**config.mk**
```make
export PLATFORM = sky130hd
export DESIGN_NAME = phase_selector_16
export DESIGN_NICKNAME = d
export VERILOG_FILES = /design/src/rtl/cdr_pkg.sv /design/src/rtl/onehot_enc_16.sv /design/src/rtl/phase_selector_16.sv
export SDC_FILE = /design/constraint.sdc
export NUM_CORES = 1
export LEC_CHECK = 0
export ABC_AREA = 1
export CORE_MARGIN = 5
export CORE_UTILIZATION = 30
export CTS_CLUSTER_SIZE = 30
export DETAILED_ROUTE_END_ITERATION = 10
export SLEW_MARGIN = 30
export SYNTH_ARGS = -nofsm -noshare
export SYNTH_HDL_FRONTEND = slang
export SYNTH_SLANG_ARGS = --single-unit
```
**constraint.sdc**
```tcl
create_clock -name clk -period 1.9 [get_ports clk]
set_clock_uncertainty 0.2 [all_clocks]
set_input_delay 0.19 -clock clk [delete_from_list [all_inputs] [get_ports clk]]
set_output_delay 0.19 -clock clk [all_outputs]
set_load 0.03 [all_outputs]
```
**src/rtl/cdr_pkg.sv**
```systemverilog
// Shared CDR definitions: phase-bus geometry, bang-bang vote encoding and
// the one-hot to index helper used by the phase encoders.
package cdr_pkg;

  localparam int NUM_PHASES  = 16;
  localparam int PHASE_IDX_W = 4;
  localparam int HALF_UI     = 8;

  typedef enum logic [1:0] {
    VOTE_NONE = 2'd0,
    VOTE_UP   = 2'd1,
    VOTE_DN   = 2'd2
  } vote_e;

  // OR of the indices of all set bits; only meaningful for a one-hot input
  function automatic logic [PHASE_IDX_W-1:0] onehot16_to_idx(
    input logic [NUM_PHASES-1:0] onehot
  );
    logic [PHASE_IDX_W-1:0] idx;
    idx = 4'd0;
    for (int k = 0; k < NUM_PHASES; k++) begin
      idx = idx | (onehot[k] ? PHASE_IDX_W'(k) : 4'd0);
    end
    return idx;
  endfunction

endpackage

```
**src/rtl/onehot_enc_16.sv**
```systemverilog
// Combinational 16-way one-hot encoder: phase index plus an exactly-one-bit
// valid flag. Shared by several CDR blocks.
module onehot_enc_16
  import cdr_pkg::*;
(
  input  logic [NUM_PHASES-1:0]  onehot_i,
  output logic [PHASE_IDX_W-1:0] idx_o,
  output logic                   valid_o
);

  // Index and exactly-one-bit check
  always_comb begin
    idx_o   = onehot16_to_idx(onehot_i);
    valid_o = (onehot_i != 16'h0000) &&
              ((onehot_i & (onehot_i - 16'h0001)) == 16'h0000);
  end

endmodule

```
**src/rtl/phase_selector_16.sv**
```systemverilog
// Bang-bang CDR phase selector: votes on data-edge position, steers the
// sampling phase to the eye centre. Option macro: PHASE_SEL_GLITCH_FILTER_EN.
module phase_selector_16
  import cdr_pkg::*;
#(
  parameter int FILT_TH  = 4,
  parameter int FILT_W   = 5,
  parameter int LOCK_CNT = 32,
  parameter int INIT_SEL = 0
) (
  input  logic                   clk,
  input  logic                   rst,
  input  logic [NUM_PHASES-1:0]  phase_in,
  input  logic                   data_in,
  output logic                   data_out,
  output logic                   data_valid,
  output logic [PHASE_IDX_W-1:0] sel_phase,
  output logic                   lock,
  output logic                   phase_err
);

  localparam int                       LOCK_W   = $clog2(LOCK_CNT + 1);
  localparam logic [LOCK_W-1:0]        LOCK_MAX = LOCK_W'(LOCK_CNT);
  localparam logic signed [FILT_W-1:0] TH_POS   = FILT_W'(FILT_TH);
  localparam logic signed [FILT_W-1:0] TH_NEG   = -TH_POS;
  localparam logic [PHASE_IDX_W-1:0]   SEL_RST  = PHASE_IDX_W'(INIT_SEL);
  localparam logic [PHASE_IDX_W-1:0]   HALF_P   = PHASE_IDX_W'(HALF_UI);

  logic                   data_s;
  logic [NUM_PHASES-1:0]  enc_in_s;
  logic                   err_s;
  logic [PHASE_IDX_W-1:0] idx_s;
  logic                   valid_s;

  onehot_enc_16 u_enc (
    .onehot_i (enc_in_s),
    .idx_o    (idx_s),
    .valid_o  (valid_s)
  );

`ifdef PHASE_SEL_GLITCH_FILTER_EN
  logic [2:0]            dsh_q;
  logic [NUM_PHASES-1:0] ph_d1_q;
  logic [NUM_PHASES-1:0] ph_d2_q;

  // Data majority taps and matching two-stage phase delay
  always_ff @(posedge clk or negedge rst) begin
    if (!rst) begin
      dsh_q   <= 3'b000;
      ph_d1_q <= 16'h0000;
      ph_d2_q <= 16'h0000;
    end else begin
      dsh_q   <= {dsh_q[1:0], data_in};
      ph_d1_q <= phase_in;
      ph_d2_q <= ph_d1_q;
    end
  end

  // Filtered data; illegal phase is flagged on the raw bus, not the delayed one
  always_comb begin
    data_s   = (dsh_q[0] & dsh_q[1]) | (dsh_q[0] & dsh_q[2]) | (dsh_q[1] & dsh_q[2]);
    enc_in_s = ph_d2_q;
    err_s    = !$onehot(phase_in);
  end
`else
  // Raw data path
  always_comb begin
    data_s   = data_in;
    enc_in_s = phase_in;
    err_s    = !valid_s;
  end
`endif

  logic                   data_q;
  vote_e                  vote_q, vote_d;
  logic signed [FILT_W-1:0] cnt_q, cnt_d;
  logic [PHASE_IDX_W-1:0] sel_q, sel_d;
  logic [LOCK_W-1:0]      lock_cnt_q, lock_cnt_d;
  logic                   lock_q, lock_d;
  logic                   dout_q, dout_d;
  logic                   dv_q, dv_d;
  logic                   err_q, err_d;
  logic                   edge_s;
  logic                   sample_s;
  logic                   adj_s;
  logic [PHASE_IDX_W-1:0] diff_s;

  // Vote, loop filter, sampling and lock next-state
  always_comb begin
    edge_s   = data_s ^ data_q;
    sample_s = valid_s && (idx_s == sel_q);
    diff_s   = idx_s - sel_q - HALF_P;

    if (valid_s && edge_s) begin
      if (diff_s == 4'd0 || diff_s == HALF_P) begin
        vote_d = VOTE_NONE;
      end else if (diff_s < HALF_P) begin
        vote_d = VOTE_UP;
      end else begin
        vote_d = VOTE_DN;
      end
    end else begin
      vote_d = VOTE_NONE;
    end

    cnt_d = cnt_q;
    sel_d = sel_q;
    adj_s = 1'b0;
    case (vote_q)
      VOTE_UP: begin
        if (cnt_q + FILT_W'(1) == TH_POS) begin
          sel_d = sel_q + 4'd1;
          cnt_d = '0;
          adj_s = 1'b1;
        end else begin
          cnt_d = cnt_q + FILT_W'(1);
        end
      end
      VOTE_DN: begin
        if (cnt_q - FILT_W'(1) == TH_NEG) begin
          sel_d = sel_q - 4'd1;
          cnt_d = '0;
          adj_s = 1'b1;
        end else begin
          cnt_d = cnt_q - FILT_W'(1);
        end
      end
      default: begin
        cnt_d = cnt_q;
      end
    endcase

    // An adjustment restarts the lock count even if a sample lands this cycle
    if (adj_s) begin
      lock_cnt_d = '0;
    end else if (sample_s && (lock_cnt_q != LOCK_MAX)) begin
      lock_cnt_d = lock_cnt_q + LOCK_W'(1);
    end else begin
      lock_cnt_d = lock_cnt_q;
    end
    lock_d = (lock_cnt_d == LOCK_MAX);

    dout_d = sample_s ? data_s : dout_q;
    dv_d   = sample_s;
    err_d  = err_q | err_s;
  end

  // State and registered outputs
  always_ff @(posedge clk or negedge rst) begin
    if (!rst) begin
      data_q     <= 1'b0;
      vote_q     <= VOTE_NONE;
      cnt_q      <= '0;
      sel_q      <= SEL_RST;
      lock_cnt_q <= '0;
      lock_q     <= 1'b0;
      dout_q     <= 1'b0;
      dv_q       <= 1'b0;
      err_q      <= 1'b0;
    end else begin
      data_q     <= data_s;
      vote_q     <= vote_d;
      cnt_q      <= cnt_d;
      sel_q      <= sel_d;
      lock_cnt_q <= lock_cnt_d;
      lock_q     <= lock_d;
      dout_q     <= dout_d;
      dv_q       <= dv_d;
      err_q      <= err_d;
    end
  end

  assign data_out   = dout_q;
  assign data_valid = dv_q;
  assign sel_phase  = sel_q;
  assign lock       = lock_q;
  assign phase_err  = err_q;

endmodule

```
# Word level (Yosys, flattened, before mapping)
# Cells that the tools add are included.
# classes
n_lt_le_gt_ge,1
n_eq_ne,10
reduce_logical,11
n_bitwise,17
add_sub_neg,8
mux,29
# ops
op,count
$or 4x4->4,14
$mux 4,10
$and 16x16->16,1
$logic_not 16->1,1
$reduce_bool 16->1,1
$sub 16x1->16 const B,1
$mux 3,4
$mux 6,2
$mux 2,5
$mux 5,2
$pmux 5 s2,1
$pmux 4 s2,1
$add 6x1->6 const B,1
$eq 6x6->1 const B,1
$ne 6x6->1 const B,1
$add 5x2->5 const B,1
$eq 5x3->1 const B,1
$eq 5x4->1 const B,1
$sub 5x2->5 const B,1
$add 4x1->4 const B,1
$eq 4x4->1,1
$eq 4x4->1 const B,1
$logic_and 1x1->1,4
$logic_not 4->1,1
other kinds (15),18
# word_totals
out_inout_bits,8
inputBits,19
regBits,22
elab_cells,85

# Logic depth before layout (Yosys ltp)
# Gate-level depths: netlist (run 1).
# depth
ltp_word,21
mapped_depth,15
mapped_depth_nobuf,15

# Hierarchy
# Synthesis (run 1) repeated with hierarchy kept, for this count alone.
# unflattened
hier_cells,265
hier_area_um2,1869.3
# modules_own_cells
mod,cells_each,instances,seq_area_each_um2,area_each_um2
phase_selector_16,187,1,550.5,1503.9
onehot_enc_16,78,1,0.0,365.4

# Worst setup path before layout (run 1)
# OpenSTA, ideal clock, no wires.
# synth_timing
path_kind,register to register
from,register sel_q[1] (netlist: sel_phase[1])
to,register vote_q[0]
n_path_buf,0
arrival_ns,2.023
setup_ns,0.072
synth_period_minus_slack_ns,2.295
path_stages_with_launch,9
required_ns,1.628
path_slack_ns,-0.395
cell_sequence,dfrtp_1 inv_1 ha_1 ha_1 fa_1 xnor2_1 xor2_1 inv_1 nor2_1
# synth_between
elab_chain_cells,6
word_cells_on_any_way,9
classes_between,add/sub (2); order compare (1); eq/ne (1); mux (3); reduce/logical (2)
# synth_rtl
item,line,rtl
"start, declared",phase_selector_16.sv:77,"logic [PHASE_IDX_W-1:0] sel_q, sel_d;"
"start signal, assigned",phase_selector_16.sv:164,sel_q <= sel_d;
$sub 4x4->4 * (2 in a row),phase_selector_16.sv:92,diff_s = idx_s - sel_q - HALF_P;
"$lt 4x4->1, or another cell as far along",phase_selector_16.sv:97,end else if (diff_s < HALF_P) begin
$mux 2 or $logic_or 1x1->1 (tied branches),"phase_selector_16.sv:97, phase_selector_16.sv:95",
$mux 2 *,phase_selector_16.sv:95,if (diff_s == 4'd0 || diff_s == HALF_P) begin
$mux 2 *,phase_selector_16.sv:94,if (valid_s && edge_s) begin
via vote_d[0],phase_selector_16.sv:75,"vote_e vote_q, vote_d;"
"end signal, assigned",phase_selector_16.sv:162,vote_q <= vote_d;
"end, declared",phase_selector_16.sv:75,
# Mark *: on every way through the listed nets, which the timed path passes. The rest lies on a longest branch.
# A chain may end at the register's enable or synchronous reset.

# Worst setup path in the final report (run 1)
# layout_timing
from,input port phase_in[7]
to,register vote_q[0]
# layout_between
elab_chain_cells,16
word_cells_on_any_way,25
classes_between,add/sub (3); order compare (1); eq/ne (1); mux (4); bitwise (10); reduce/logical (6)
# layout_rtl
item,line,rtl
"start, declared",phase_selector_16.sv:13,"input logic [NUM_PHASES-1:0] phase_in,"
$mux 3,cdr_pkg.sv:22,idx = idx | (onehot[k] ? PHASE_IDX_W'(k) : 4'd0);
$or 4x4->4 (9 in a row),cdr_pkg.sv:22,
$sub 4x4->4 (2 in a row),phase_selector_16.sv:92,
"$lt 4x4->1, or another cell as far along",phase_selector_16.sv:97,
$mux 2 or $logic_or 1x1->1 (tied branches),"phase_selector_16.sv:97, phase_selector_16.sv:95",
$mux 2,phase_selector_16.sv:95,
$mux 2 *,phase_selector_16.sv:94,
via vote_d[0],phase_selector_16.sv:75,
# Marked as above.

==> results of run 1 <==
[logic make-up after synthesis]
group                    after synthesis
AND/OR/NAND/NOR                      150
AO/OA/AOI/OAI                         22
adder cells (fa/ha/maj)               16
flip-flops                            22
XOR/XNOR                              19
buffers and inverters                 42
[metrics by stage]
step | TNS [ps] | std cells | worst slack (ps) | hold WS [ps] | utilization, %
5_1_grt | -2260 | 453 | -264 | 129 | 51.0
2_1_floorplan | -253 | 271 | -130 | -306 | -
6_report | -728 | 453 | -132 | 84.9 | 51.0
3_5_place_dp | -7520 | 423 | -823 | 261 | 43.0
3_3_place_gp | -6940 | 423 | -783 | 254 | 43.0
4_1_cts | -480 | 448 | -128 | 96.5 | 48.8
[timing repair]
action | in CTS | in global routing
gates cloned | 0 | 0
buffers inserted | 21 | 6
pin swaps | 34 | 35
resized for setup | 82 | 45
setup endpoints to repair | 19 | 18
[routing by layer]
metal | part of all wire, % | global-route usage, %
met5 | 0 | 0
met4 | 0.87 | 2.73
met3 | 2.1 | 1.75
met2 | 55 | 24.0
met1 | 42 | 15.6
[flip-flops by register name, summed over array words and instances (netlist names)]
name,flops
data_q,1
cnt_q,5
sel_phase,4
data_valid,1
lock,1
data_out,1
phase_err,1
vote_q,2
lock_cnt_q,6
[cell usage after synthesis, drive strengths merged]
| cell type | instances |
|---|---|
| a21oi | 6 |
| inv | 40 |
| o211ai | 1 |
| dfrtp | 22 |
| nor2 | 47 |
| nor3b | 1 |
| o22a | 1 |
| clkinv | 1 |
| a21boi | 1 |
| nand3b | 1 |
| and2 | 1 |
| xor2 | 13 |
| ha | 14 |
| a31oi | 2 |
| buf | 1 |
| nand4 | 10 |
| nor3 | 2 |
| xnor2 | 6 |
| nand3 | 18 |
| fa | 2 |
| nand2 | 70 |
| o21ai | 11 |
[critical path, stage by stage]
cell and delay, ps:
buf_8 100, buf_4 140, nor2_4 110, nand4_1 170, ha_4 300, ha_4 160, fa_2 370, xnor2_2 170
xor2_1 190, inv_1 50, nor2_1 70
[worst max path at each step]
stage                                   startpoint                  end  cells past startpoint
final                                  phase_in[7]  vote_q[0]$_DFF_PN0_                     11
after global routing          cnt_q[1]$_DFFE_PN0P_       lock$_DFF_PN0_                     13
after CTS                              phase_in[3]  vote_q[0]$_DFF_PN0_                     13
after detailed placement               phase_in[3]  vote_q[0]$_DFF_PN0_                     13
after global placement                 phase_in[3]  vote_q[0]$_DFF_PN0_                     13
after floorplan           sel_phase[1]$_DFFE_PN0P_  vote_q[0]$_DFF_PN0_                      8
[where the power goes]
group / switching, mW / total, mW / internal (mW)
clock network: 0.164 / 0.445 / 0.281
registers: 0.000944 / 0.470 / 0.469
logic: 0.0887 / 0.179 / 0.0905
[final cells by class]
cell class                      instances  area (um^2)
Clock buffer                            3         41.3
Clock inverter                          1         30.0
Fill cell                             576         3090
Inverter                               41          159
Multi-Input combinational cell        207         1490
Sequential cell                        22          556
Tap cell                               77         96.3
Timing Repair Buffer                  102          852
==> impl_metrics.tcl, run 1 <==
set metrics [dict create \
    rows 29 \
    htreeDepth 1 \
    worst_pin_slew_ps 335 \
    min_path_type "in -> async" \
    setup_slack_ps -132 \
    globalRouteOverflowTotal 0 \
    violations "negative setup slack" \
    yosys.area.top_type "dfrtp_1" \
    area_growth_syn_to_layout_pct 66.8 \
    clockBufferDepth 2 \
    maxCapViolations 0 \
    power_density_nw_per_um2 340 \
    grt_pass1_vias 2048 \
    post_drt_wl_per_cell_um 11.4 \
    syn_nets 306 \
    synth-simple-area-share_pct 37.0 \
    first_pass_iters 4 \
    via_per_inst 4.53 \
    total_power_mw 1.09 \
    grt_usage_pct 12.9 \
    crit_path_end_kind "flop" \
    drc 0 \
    power.leakage_nw 1.59 \
    antenna_found_initial 0 \
    place_congestion 0.828 \
    final_area_um2 3220 \
    vias 2054 \
    wirelength_mm 5.17 \
    drive_above_1_share_pct 45.5 \
    ys_top_cells_by_area "dfrtp_1, nand2_1, ha_1" \
    final_nets 412 \
    core_area_um2 6310 \
    status "finished with violations" \
    syn_area_per_cell_um2 7.12 \
    die_area_um2 8140 \
    setup_viol 12 \
    drt_iter0_drc 81 \
    path_clk_slew_ps 90 \
    synth_top_area_share_pct 28.5 \
    critPathKind "in -> reg" \
    rsz0062_at_grt "true" \
    grt_start_max_net_pins 23 \
    numCtsBuffers 3 \
    die_h_um 90.2 \
    placed_area_um2 2710 \
    synth_compound_area_share_pct 6.48 \
    period_needed_ps 2030 \
    cts_root_buffer "clkbuf_8" \
    timing.rr.end "sel_phase[3]$_DFFE_PN0P_" \
    synthMuxAreaShare_pct 0 \
    r2r_start "cnt_q[0]$_DFFE_PN0P_" \
    synth_warnings 0 \
    grt_pass1_wl_mm 9.04 \
    final_cell_mix "buf_4, nand2_1, inv_1" \
    drtAntennaViolNets 0 \
    r2r_slack_ps -130 \
    ys_types 30 \
    critical_path.max_fanout 3 \
    slew_headroom_pct 77.5 \
    startpoint_type "input pin" \
    port-buffer-count 26 \
    clkLatencyLatePin_ps 270 \
    fin_crit_sh_pct 107 \
    clock.fmax_ghz 0.492 \
    cts.sinks 22 \
    cts_tree "done" \
    yosys.area_share.adder_pct 11.1 \
    initial_core_util_pct 30.6 \
    synthCells 271 \
    io_pins 27 \
    rr_worst_depth 9 \
    synth_top_family_by_area "simple AND/OR/NAND/NOR gates" \
    hpwl_mm 3.84 \
    synth_xor_area_share_pct 8.62 \
    syn-cell-area_um2 1930 \
    vdd_ir_drop_max_mv 0.407 \
    required_ps 1900 \
    ys_seq_elements 22 \
    final_common_cell "buf_4" \
    synth_seq_area_share_pct 28.5 \
    diodes 0 \
    dieWidth_um 90.2 \
    arrival_ps 2030 \
    cts.hold.buffers_added 0 \
    finalHoldViolations 0 \
    slew_violations 0 \
]
Power figures use the tool's default switching activity.
==> run 2, diff against run 1 <==
--- a/config.mk
+++ b/config.mk
@@ -10,6 +10,7 @@
 export CORE_UTILIZATION = 30
 export CTS_CLUSTER_SIZE = 30
 export DETAILED_ROUTE_END_ITERATION = 10
+export PLACE_DENSITY_LB_ADDON = 0.2
 export SLEW_MARGIN = 30
 export SYNTH_ARGS = -nofsm -noshare
 export SYNTH_HDL_FRONTEND = slang
==> run 2 against run 1 <==
The flow still finishes with violations (negative setup slack). Maximum frequency increased by 0.39%. Worst hold slack got worse by 17 ps. Highest routed layer unchanged. Sequential share of layout area about the same. Non-clock buffer count decreased by 1. Total power about the same. Critical endpoint unchanged. Register-to-register slack improved by 20 ps. Combinational power about the same. Via count decreased by 0.29%. Sequential power about the same.
==> impl_metrics.tcl, run 2 (synthesis gave the netlist of run 1 again) <==
set metrics [dict create \
    vias 2048 \
    slew_headroom_pct 79.1 \
    placed_area_um2 2770 \
    diodes 0 \
    critical_path.max_fanout 3 \
    rsz0062_at_grt "true" \
    place_congestion 0.835 \
    grt_start_max_net_pins 23 \
    io_pins 27 \
    maxCapViolations 0 \
    rr_worst_depth 8 \
    dieWidth_um 90.2 \
    grt_pass1_wl_mm 9.32 \
    drt_iter0_drc 67 \
    clkLatencyLatePin_ps 270 \
    vdd_ir_drop_max_mv 0.227 \
    htreeDepth 1 \
    rows 29 \
    post_drt_wl_per_cell_um 11.9 \
    port-buffer-count 26 \
    wirelength_mm 5.36 \
    clock.fmax_ghz 0.494 \
    die_h_um 90.2 \
    drtAntennaViolNets 0 \
    slew_violations 0 \
    period_needed_ps 2020 \
    holdWs_ps 68.4 \
    crit_path_end_kind "flop" \
    final_area_um2 3220 \
    min_path_type "in -> async" \
    hpwl_mm 4.08 \
    cts_tree "done" \
    startpoint_type "input pin" \
    core_area_um2 6310 \
    cts.hold.buffers_added 0 \
    drc 0 \
    numCtsBuffers 3 \
    utilization_pct 51.0 \
    first_pass_iters 4 \
    power_density_nw_per_um2 340 \
    grt_pass1_vias 2119 \
    via_per_inst 4.53 \
    timing.rr.end "vote_q[0]$_DFF_PN0_" \
    setup_viol 11 \
    finalHoldViolations 0 \
    largest_reg_flops 6 \
    largest_register "lock_cnt_q" \
    worst_pin_slew_ps 312 \
    status "finished with violations" \
    final_nets 411 \
    final_common_cell "buf_4" \
    cts.sinks 22 \
    required_ps 1900 \
    antenna_found_initial 0 \
    power.leakage_nw 1.59 \
    globalRouteOverflowTotal 0 \
    drive_above_1_share_pct 45.1 \
    r2r_slack_ps -110 \
    area_growth_syn_to_layout_pct 66.9 \
    path_clk_slew_ps 80 \
    clockBufferDepth 2 \
    cts_root_buffer "clkbuf_8" \
    die_area_um2 8140 \
    arrival_ps 2020 \
    setup_slack_ps -124 \
    initial_core_util_pct 30.6 \
    final_cell_mix "buf_4, nand2_1, inv_1" \
    r2r_start "sel_phase[1]$_DFFE_PN0P_" \
    violations "negative setup slack" \
    fin_crit_sh_pct 107 \
    critPathKind "in -> reg" \
    grt_usage_pct 13.6 \
]
-- run 2: layer usage --
metal,share of wire (%),track usage (%)
met2,53,25.7
met5,0,0
met3,2.7,2.00
met4,1.4,4.22
met1,42,15.5
-- run 2: worst max path at each step --
stage / to / startpoint / depth (start not counted) / slack (ps)
final: vote_q[0]$_DFF_PN0_ / phase_in[7] / 13 / -120
after floorplan: vote_q[0]$_DFF_PN0_ / sel_phase[1]$_DFFE_PN0P_ / 8 / -130
after detailed placement: vote_q[0]$_DFF_PN0_ / phase_in[3] / 11 / -780
after global placement: vote_q[0]$_DFF_PN0_ / phase_in[7] / 13 / -710
after global routing: lock$_DFF_PN0_ / cnt_q[0]$_DFFE_PN0P_ / 12 / -220
after CTS: lock$_DFF_PN0_ / cnt_q[0]$_DFFE_PN0P_ / 14 / -110
-- run 2: final cells by class --
class	instances	area, um^2
Inverter	41	161
Multi-Input combinational cell	207	1500
Sequential cell	22	556
Clock inverter	1	30.0
Fill cell	623	3090
Timing Repair Buffer	101	838
Clock buffer	3	41.3
Tap cell	77	96.3
-- run 2: timing repair --
item,4_1_cts,5_1_grt
buffers inserted,11,7
gates cloned,0,0
endpoints found under the hold margin,0,0
pin swaps,37,31
resized for setup,80,46
setup endpoints to repair,17,18
-- run 2: critical path, cell delays in order --
cell and delay, ps:
buf_8 110, inv_4 40, nand4_1 90, nor3_1 170
nor3b_2 190, ha_2 190, inv_2 40, ha_4 140
fa_2 340, xnor2_2 150, xor2_1 210, inv_1 60
nor2_1 110
-- run 2: metrics by stage --
| step | setup TNS (ps) | total power [mW] | std cells | setup slack, ps |
|---|---|---|---|---|
| global placement | -7070 | 0.646 | 430 | -712 |
| floorplan | -253 | 0.533 | 271 | -130 |
| detailed placement | -7660 | 0.646 | 430 | -782 |
| CTS | -469 | 1.10 | 445 | -109 |
| finish | -653 | 1.10 | 452 | -124 |
| global route | -2120 | 1.15 | 452 | -217 |
-- run 2: report_power, final --
group          leakage, nW  internal, mW  switching (mW)
Clock               0.0357         0.282           0.163
Sequential           0.293         0.469        0.000790
Combinational         1.26        0.0911          0.0898
Total                 1.59         0.842           0.254
==> run 3, diff against run 2 <==
--- a/config.mk
+++ b/config.mk
@@ -6,7 +6,8 @@
 export NUM_CORES = 1
 export LEC_CHECK = 0
 export ABC_AREA = 1
-export CORE_MARGIN = 5
+export CAP_MARGIN = 30
+export CORE_MARGIN = 1
 export CORE_UTILIZATION = 30
 export CTS_CLUSTER_SIZE = 30
 export DETAILED_ROUTE_END_ITERATION = 10
@@ -15,3 +16,4 @@
 export SYNTH_ARGS = -nofsm -noshare
 export SYNTH_HDL_FRONTEND = slang
 export SYNTH_SLANG_ARGS = --single-unit
+export TNS_END_PERCENT = 10
==> run 3 against run 2 <==
The run still ends with negative setup slack left. Via count decreased by 3.6%. Core utilization fell by 1.2 points. Worst hold slack hardly changed. Worst setup slack improved by 20 ps. Final area is 6.3% lower. Global-route usage grew 2.4 points. Non-clock buffer count down 14. Critical endpoint unchanged. Highest routed layer unchanged.
==> impl_metrics.tcl, run 3 (synthesis gave the netlist of run 1 again) <==
set metrics [dict create \
    status "finished with violations" \
    violations "negative setup slack" \
    first_pass_iters 4 \
    initial_core_util_pct 31.9 \
    r2r_slack_ps -100 \
    vdd_ir_drop_max_mv 0.277 \
    setup_slack_ps -104 \
    worst_pin_slew_ps 375 \
    path_clk_slew_ps 80 \
    placed_area_um2 2730 \
    via_per_inst 4.53 \
    antenna_found_initial 0 \
    power_frac_comb_pct 16.3 \
    cts.hold.buffers_added 0 \
    wirelength_mm 4.93 \
    critical_path.max_fanout 3 \
    die_h_um 82.2 \
    power.leakage_nw 1.48 \
    startpoint_type "input pin" \
    required_ps 1900 \
    diodes 0 \
    setup_viol 11 \
    swShare_pct 22.6 \
    period_needed_ps 2000 \
    finalHoldViolations 0 \
    critPathKind "in -> reg" \
    cts_tree "done" \
    r2r_start "cnt_q[0]$_DFFE_PN0P_" \
    power_density_nw_per_um2 359 \
    vias 1974 \
    maxCapViolations 0 \
    grt_pass1_wl_mm 8.34 \
    dieWidth_um 82.2 \
    instances_no_fill 436 \
    total_power_mw 1.08 \
    post_drt_wl_per_cell_um 11.3 \
    fin_crit_sh_pct 105 \
    numCtsBuffers 3 \
    final_common_cell "nand2_1" \
    slew_headroom_pct 75.0 \
    place_congestion 0.870 \
    min_path_type "in -> async" \
    drt_iter0_drc 58 \
    largest_register "lock_cnt_q" \
    drtAntennaViolNets 0 \
    hpwl_mm 3.90 \
    holdWs_ps 68.4 \
    htreeDepth 1 \
    grt_start_max_net_pins 23 \
    final_cell_mix "nand2_1, buf_4, inv_1" \
    drc 0 \
    placed_cells 423 \
    core_area_um2 6060 \
    globalRouteOverflowTotal 0 \
    grt_pass1_vias 1941 \
    finalSetupTns_ps -442 \
    timing.rr.end "lock$_DFF_PN0_" \
    io_pins 27 \
    nFillCells 591 \
    crit_path_end_kind "flop" \
    clock.fmax_ghz 0.499 \
    final_area_um2 3020 \
    arrival_ps 2000 \
    grt_usage_pct 16.0 \
    port-buffer-count 26 \
    cts_root_buffer "clkbuf_8" \
    rsz0062_at_grt "true" \
    final_nets 397 \
    rr_worst_depth 12 \
    p_switching_mw 0.245 \
    largest_reg_flops 6 \
    utilization_pct 49.8 \
    die_area_um2 6760 \
    rows 28 \
    clkLatencyLatePin_ps 260 \
    cts.sinks 22 \
    clockBufferDepth 2 \
    drive_above_1_share_pct 38.5 \
    place_ws_ps -820 \
    seqPwrFrac_pct 43.3 \
    area_growth_syn_to_layout_pct 56.3 \
    slew_violations 0 \
    p_int_mw 0.839 \
    clockPowerShare_pct 40.4 \
]
==> run 3: cell types whose count changed in the layout (fill, tap and decap cells not counted), sizes merged <==
cell / previous run / this run
buf: 79 / 66
clkdlybuf4s15: 6 / 2
clkbuf: 5 / 7
clkinv: 1 / 2
dlygate4sd2: 4 / 5
inv: 40 / 39
==> run 3: worst max-delay path by stage <==
stage	to	depth (start not counted)	start
6_report	vote_q[0]$_DFF_PN0_	11	phase_in[3]
5_1_grt	lock$_DFF_PN0_	13	cnt_q[0]$_DFFE_PN0P_
4_1_cts	vote_q[0]$_DFF_PN0_	13	phase_in[7]
3_5_place_dp	vote_q[0]$_DFF_PN0_	13	phase_in[3]
3_3_place_gp	vote_q[0]$_DFF_PN0_	13	phase_in[3]
2_1_floorplan	vote_q[0]$_DFF_PN0_	8	sel_phase[1]$_DFFE_PN0P_
==> run 3: worst max-delay path, cell delays in order <==
cell	delay, ps
buf_8	100
buf_6	110
nor2_4	110
nand4_1	170
ha_4	300
ha_4	160
fa_2	370
xnor2_2	160
xor2_1	190
inv_1	50
nor2_1	80
==> run 3: power by group through the flow <==
stage / clock network (mW) / logic (mW) / registers [mW]
6_report: 0.438 / 0.176 / 0.470
5_1_grt: 0.466 / 0.195 / 0.470
4_1_cts: 0.452 / 0.175 / 0.470
3_5_place_dp: 0 / 0.162 / 0.479
3_3_place_gp: 0 / 0.164 / 0.479
2_1_floorplan: 0 / 0.0537 / 0.479
==> run 3: repair_timing <==
action,4_1_cts,5_1_grt
gates resized for setup,79,23
setup buffers,7,2
setup endpoints to repair,18,18
pin swaps,28,27
==> run 3: area by class of cell <==
class / count / area (um^2) / area share [%]
clock buffer: 3 / 41.3 / 1.37
clock inverter: 1 / 30.0 / 0.995
inverter: 41 / 164 / 5.43
multi-input combinational: 207 / 1400 / 46.2
sequential: 22 / 553 / 18.3
tap: 75 / 93.8 / 3.11
timing repair buffer: 87 / 741 / 24.5
==> run 3: metal layers <==
layer  wire length [um]  share of wire, %  GRT usage [%]
met3                157               3.2           2.75
met4                 53               1.1           3.33
met2               2340                47           27.5
met5                  0                 0              0
met1               2380                48           20.9
